### src/rtl/keypad_pkg.sv
// keypad_pkg: shared keypad FSM states and default sizing
package keypad_pkg;
  localparam int NUM_KEYS_DEFAULT = 2;
  localparam int DEBOUNCE_DEFAULT = 10000;
  typedef enum logic [2:0] {IDLE, QUAL, HELD, REL, WAIT_LOW} state_t;
endpackage

### src/rtl/sync_2ff.sv
// sync_2ff: two-flop synchronizer with asynchronous clear
module sync_2ff #(
  parameter int W = 1
) (
  input  logic         clk,
  input  logic         nrst,
  input  logic [W-1:0] d,
  output logic [W-1:0] q
);
  logic [W-1:0] meta;
  always_ff @(posedge clk or negedge nrst)
    if (!nrst) begin
      meta <= '0;
      q    <= '0;
    end else begin
      meta <= d;
      q    <= meta;
    end
endmodule

### src/rtl/keypad_debounce.sv
// keypad_debounce: debounces raw buttons into a one-hot-or-zero keypad level
module keypad_debounce
  import keypad_pkg::*;
#(
  parameter int NUM_KEYS        = NUM_KEYS_DEFAULT,
  parameter int DEBOUNCE_CYCLES = DEBOUNCE_DEFAULT,
  parameter int CNT_W           = $clog2(DEBOUNCE_CYCLES + 1)
) (
  input  logic                clk,
  input  logic                nrst,
  input  logic [NUM_KEYS-1:0] btn_raw,
  output logic [NUM_KEYS-1:0] keypad,
  output logic                conflict,
  output logic                busy
);
  localparam logic [CNT_W-1:0] CNT_MAX = CNT_W'(DEBOUNCE_CYCLES);
  state_t              state, state_n;
  logic [NUM_KEYS-1:0] btn_s, owner, owner_n, keypad_n;
  logic [CNT_W-1:0]    cnt, cnt_n, cnt_inc;
  logic                conflict_n, any, multi, done;
  sync_2ff #(.W(NUM_KEYS)) u_sync (.clk(clk), .nrst(nrst), .d(btn_raw), .q(btn_s));
  assign any     = |btn_s;
  assign multi   = |(btn_s & (btn_s - NUM_KEYS'(1)));
  assign cnt_inc = (cnt == CNT_MAX) ? cnt : cnt + CNT_W'(1);
  assign done    = cnt_inc == CNT_MAX;
  assign busy    = state != IDLE;
  // keypad is its own register so it only ever moves 0->owner or owner->0
  always_comb begin
    state_n    = state;
    owner_n    = owner;
    cnt_n      = cnt;
    keypad_n   = keypad;
    conflict_n = 1'b0;
    case (state)
      IDLE: begin
        if (multi) begin
          state_n    = WAIT_LOW;
          cnt_n      = '0;
          conflict_n = 1'b1;
        end else if (any) begin
          state_n = QUAL;
          owner_n = btn_s;
          cnt_n   = CNT_W'(1);
        end
      end
      QUAL: begin
        if (multi) begin
          state_n    = WAIT_LOW;
          cnt_n      = '0;
          conflict_n = 1'b1;
        end else if (!any) begin
          state_n = IDLE;
          cnt_n   = '0;
        end else if (btn_s != owner) begin
          owner_n = btn_s;
          cnt_n   = CNT_W'(1);
        end else if (done) begin
          state_n  = HELD;
          cnt_n    = '0;
          keypad_n = owner;
        end else cnt_n = cnt_inc;
      end
      HELD: begin
        if (~|(btn_s & owner)) begin
          state_n = REL;
          cnt_n   = CNT_W'(1);
        end
      end
      REL: begin
        if (|(btn_s & owner)) begin
          state_n = HELD;
          cnt_n   = '0;
        end else if (done) begin
          state_n  = any ? WAIT_LOW : IDLE;
          cnt_n    = '0;
          keypad_n = '0;
        end else cnt_n = cnt_inc;
      end
      WAIT_LOW: begin
        cnt_n   = any ? '0 : (done ? '0 : cnt_inc);
        state_n = (!any && done) ? IDLE : WAIT_LOW;
      end
      default: state_n = IDLE;
    endcase
  end
  always_ff @(posedge clk or negedge nrst)
    if (!nrst) begin
      state    <= IDLE;
      owner    <= '0;
      cnt      <= '0;
      keypad   <= '0;
      conflict <= 1'b0;
    end else begin
      state    <= state_n;
      owner    <= owner_n;
      cnt      <= cnt_n;
      keypad   <= keypad_n;
      conflict <= conflict_n;
    end
endmodule

### config.mk
export PLATFORM = sky130hd
export DESIGN_NAME = keypad_debounce
export DESIGN_NICKNAME = d
export VERILOG_FILES = /design/src/rtl/keypad_pkg.sv /design/src/rtl/sync_2ff.sv /design/src/rtl/keypad_debounce.sv
export SDC_FILE = /design/constraint.sdc
export NUM_CORES = 1
export LEC_CHECK = 0
export ABC_AREA = 1
export BUFFER_PORTS_ARGS = -buffer_cell sky130_fd_sc_hd__buf_2
export CORE_MARGIN = 4
export CORE_UTILIZATION = 55
export DETAILED_ROUTE_END_ITERATION = 8
export GPL_TIMING_DRIVEN = 0
export PLACE_DENSITY = 0.75
export SYNTH_ARGS = -nofsm -noshare
export SYNTH_HDL_FRONTEND = slang
export SYNTH_SLANG_ARGS = --single-unit
### constraint.sdc
create_clock -name clk -period 2.03 [get_ports clk]
set_input_delay 0.1015 -clock clk [delete_from_list [all_inputs] [get_ports clk]]
set_output_delay 0.1015 -clock clk [all_outputs]
set_load 0.02 [all_outputs]
==> metrics.md <==
| Metric | Value |
|---|---|
| VDD IR-drop max | `around 0.56 mV` |
| Global-route wire length before repair | `approximately 8 mm` |
| Mean post-synth cell area | `6.893 µm²` |
| Met3 WL | `309 µm` |
| Residual DRC | `0` |
| Fmax | `493.0 MHz` |
| DR vias | `roughly 1,900` |
| Final critical-path setup slack | `1.489 ps` |
| # IOs | `8` |
| Final hold slack | `~280 ps` |
| Unique masters post-synth | `24` |
| Largest net degree at the start of global routing | `27` |
| # placed instances | `~320` |
| Pleak | `0.9652 nW` |
| Core Area | `3103 µm²` |
| Worst Path Max Fanout | `6` |
| Critical Path AT | `2260 ps` |
| Port Buffer Count | `7` |
| 1st-iter DRT viols | `128` |
| Chip width | `~66 µm` |
| Diodes inserted | `0` |
| Row count | `20` |
| Warnings, synthesis | `0` |
| Flops & latches, synth | `26` |
| CP required | `2270 ps` |
| Drt total wl | `roughly 4.6 mm` |
| Cells after Synth | `roughly 270` |
| Vias in the first global route | `roughly 1,700` |
| Fin nets | `300` |
| Layout cells sized above 1 | `a little under a quarter` |
| Max_cap viols | `0` |
| HP Class | `input pin to asynchronous set/reset pin` |
| Iteration count of the initial detailed-routing pass | `4` |
| CTS max path bufs | `2` |
| DR WL met2 | `between 2 and 2.5 mm` |
| HPWL after detailed placement | `approximately 3.3 mm` |
| Chip height | `65.63 µm` |
| Antenna Nets Post-Route | `0` |
| Max Slew Vio Count | `0` |
| H-tree depth | `1` |
| Synth-to-Final Area Change | `19.86%` |
| Initial antenna violation count | `0` |
| Place WS | `-232.0 ps` |
| Top Layer Used | `met4` |
| Pwr per Cell Area | `roughly 960 nW/µm²` |
| Overflow after GRT | `0` |
| Clk pin slew, worst setup/hold paths | `~160 ps` |
| CTS tree | `built` |
| Clk sinks | `26` |
| Final core occ | `70.56%` |
| Max transition margin | `about three fifths` |
| Gr usage total | `between 20% and 30%` |
| Netlist Area Pre-Place | `about 1800 µm²` |
| Starting density of the core | `around three fifths` |
| RD Place Congestion | `just under 0.9` |
| Met1 wire length | `roughly 2.1 mm` |
| Root Driver | `clkbuf_4` |
| Register area share after synthesis | `35.62%` |
| Worst slew pin tran | `592.7 ps` |
| RSZ-0062 raised after global routing | `yes` |
| Endpoints failing hold | `0` |
| Routed vias/inst | `roughly 5.6` |
| Clk_lat worst skew | `around 330 ps` |
| Period minus WS final | `2029 ps` |
| Endpoints failing setup | `0` |
| Syn nets | `roughly 280` |
| Run status | `finished, final reports clean` |
| Worst Skew | `about 13 ps` |
| Total CTS buffers | `3` |
| WS Path Type | `flip-flop to flip-flop` |
| Final worst path period share | `between 90% and 100%` |
| Crit. End Element | `flip-flop` |
| Die footprint | `4307 µm²` |
| WL per Instance | `around 14 µm` |
| Critical path launch point type | `flip-flop` |
| Non-filler cells, final | `approximately 330` |
-- power by group --
group          total, mW  internal, mW  switching [mW]
Combinational       1.02         0.367           0.655
Sequential         0.712         0.615          0.0960
Clock              0.371         0.199           0.172
Total               2.10          1.18           0.922
-- registers in the layout (all words and copies together), names as in the netlist --
register / cells
conflict: 1
keypad: 2
cnt: 14
state: 3
u_sync.q: 2
owner: 2
u_sync.meta: 2
-- cell usage in the layout, fill, tap and decap left out, drive strengths merged --
master       count
nand2           77
nor2            38
inv             36
dfrtp           26
nand3           24
o21ai           19
buf             17
nand4           13
a21oi            9
ha               7
o22ai            5
clkbuf           4
nor3             3
xor2             3
dlygate4sd3      3
or2              1
o2111ai          1
o211ai           1
bufinv           1
-- cells by family (layout without fill, tap and decap cells) --
family / count (synthesis) / count (layout) / synth area share, %
and+or+nand+nor: 156 / 156 / 39.25
buffers and inverters: 38 / 61 / 8.014
AOI/OAI and AO/OA: 35 / 35 / 10.89
DFF: 26 / 26 / 35.62
adders and majority gates: 7 / 7 / 4.794
xor gates and xnor gates: 3 / 3 / 1.439
-- worst max-delay path: stages, from the launching register on --
cell     delay [ps]
dfrtp_2         450
ha_4            180
nand2_2          70
nor2_4          150
nand2_1          70
nand2_1         100
nand2_2          70
nor2_2          120
nand2_2          70
nor2_4          140
nand3_4         130
a21oi_4         180
nand2_2          90
nand2_1          60
nand2_1          40
-- synth_stat cells --
cell       number  share of area [%]
nor2_4          3                1.8
o22ai_1         5                1.7
a21oi_4         1               0.89
o2111ai_1       1               0.48
o211ai_1        1               0.41
nand3_2         2                1.1
dfrtp_1        26                 36
a21oi_1         8                2.2
nand2_2         2               0.68
inv_2           2               0.41
nor3_1          3               0.82
or2_2           1               0.34
xor2_1          3                1.4
nor2_1         30                6.2
buf_4           1               0.41
inv_1          34                7.0
nand3_1        21                5.8
nand4_1        13                4.5
nand3_4         1               0.96
clkbuf_1        1               0.21
nand2_1        75                 15
ha_1            7                4.8
o21ai_0        19                5.2
nor2_2          5                1.7
-- final cells by class --
cell class / count / area (µm²)
multi-input cells: 201 / 1142
fillers: 268 / 913.4
flip-flops and latches: 26 / 655.6
repair buffers: 19 / 136.4
inverters: 36 / 135.1
well taps: 44 / 55.05
clock inverters: 1 / 30.03
clock buffers: 3 / 22.52
plain buffers: 2 / 12.51
-- routing by layer --
layer	vias up	global-route usage, %
met4	0	6.218
li1	915	-
met1	873	33.76
met2	72	36.17
met5	-	0
met3	12	3.761
-- repair_timing --
| action | CTS | global route |
|---|---|---|
| setup buffers | 5 | 4 |
| cloned | 0 | 0 |
| hold buffers | 3 | 0 |
| endpoints found under the hold margin | 28 | 0 |
| setup endpoints to repair | 17 | 17 |
| resized for setup | 16 | 25 |
| pin swaps | 9 | 22 |
-- stage by stage --
stage               setup TNS (ps)  area, µm²  power [mW]
floorplan                        0       1827       1.299
global placement             -2343       1917       1.514
detailed placement           -3075       1917       1.532
CTS                              0       2101       2.024
global route                -866.8       2190       2.256
finish                           0       2190       2.104
-- final timing paths --
check	depth (start not counted)	slack [ps]	startpoint	end
setup / recovery	14	1	cnt[1]$_DFFE_PN0P_	state[1]$_DFFE_PN0P_
hold / removal	2	280	nrst	cnt[4]$_DFFE_PN0P_
setup reg to reg	14	1	cnt[1]$_DFFE_PN0P_	state[1]$_DFFE_PN0P_
hold reg to reg	0	370	u_sync.meta[1]$_DFF_PN0_	u_sync.q[1]$_DFF_PN0_
max in group asynchronous	2	1320	nrst	cnt[0]$_DFFE_PN0P_
min in group clk	0	370	u_sync.meta[1]$_DFF_PN0_	u_sync.q[1]$_DFF_PN0_
Note: power is estimated with default switching activity, not from simulation.
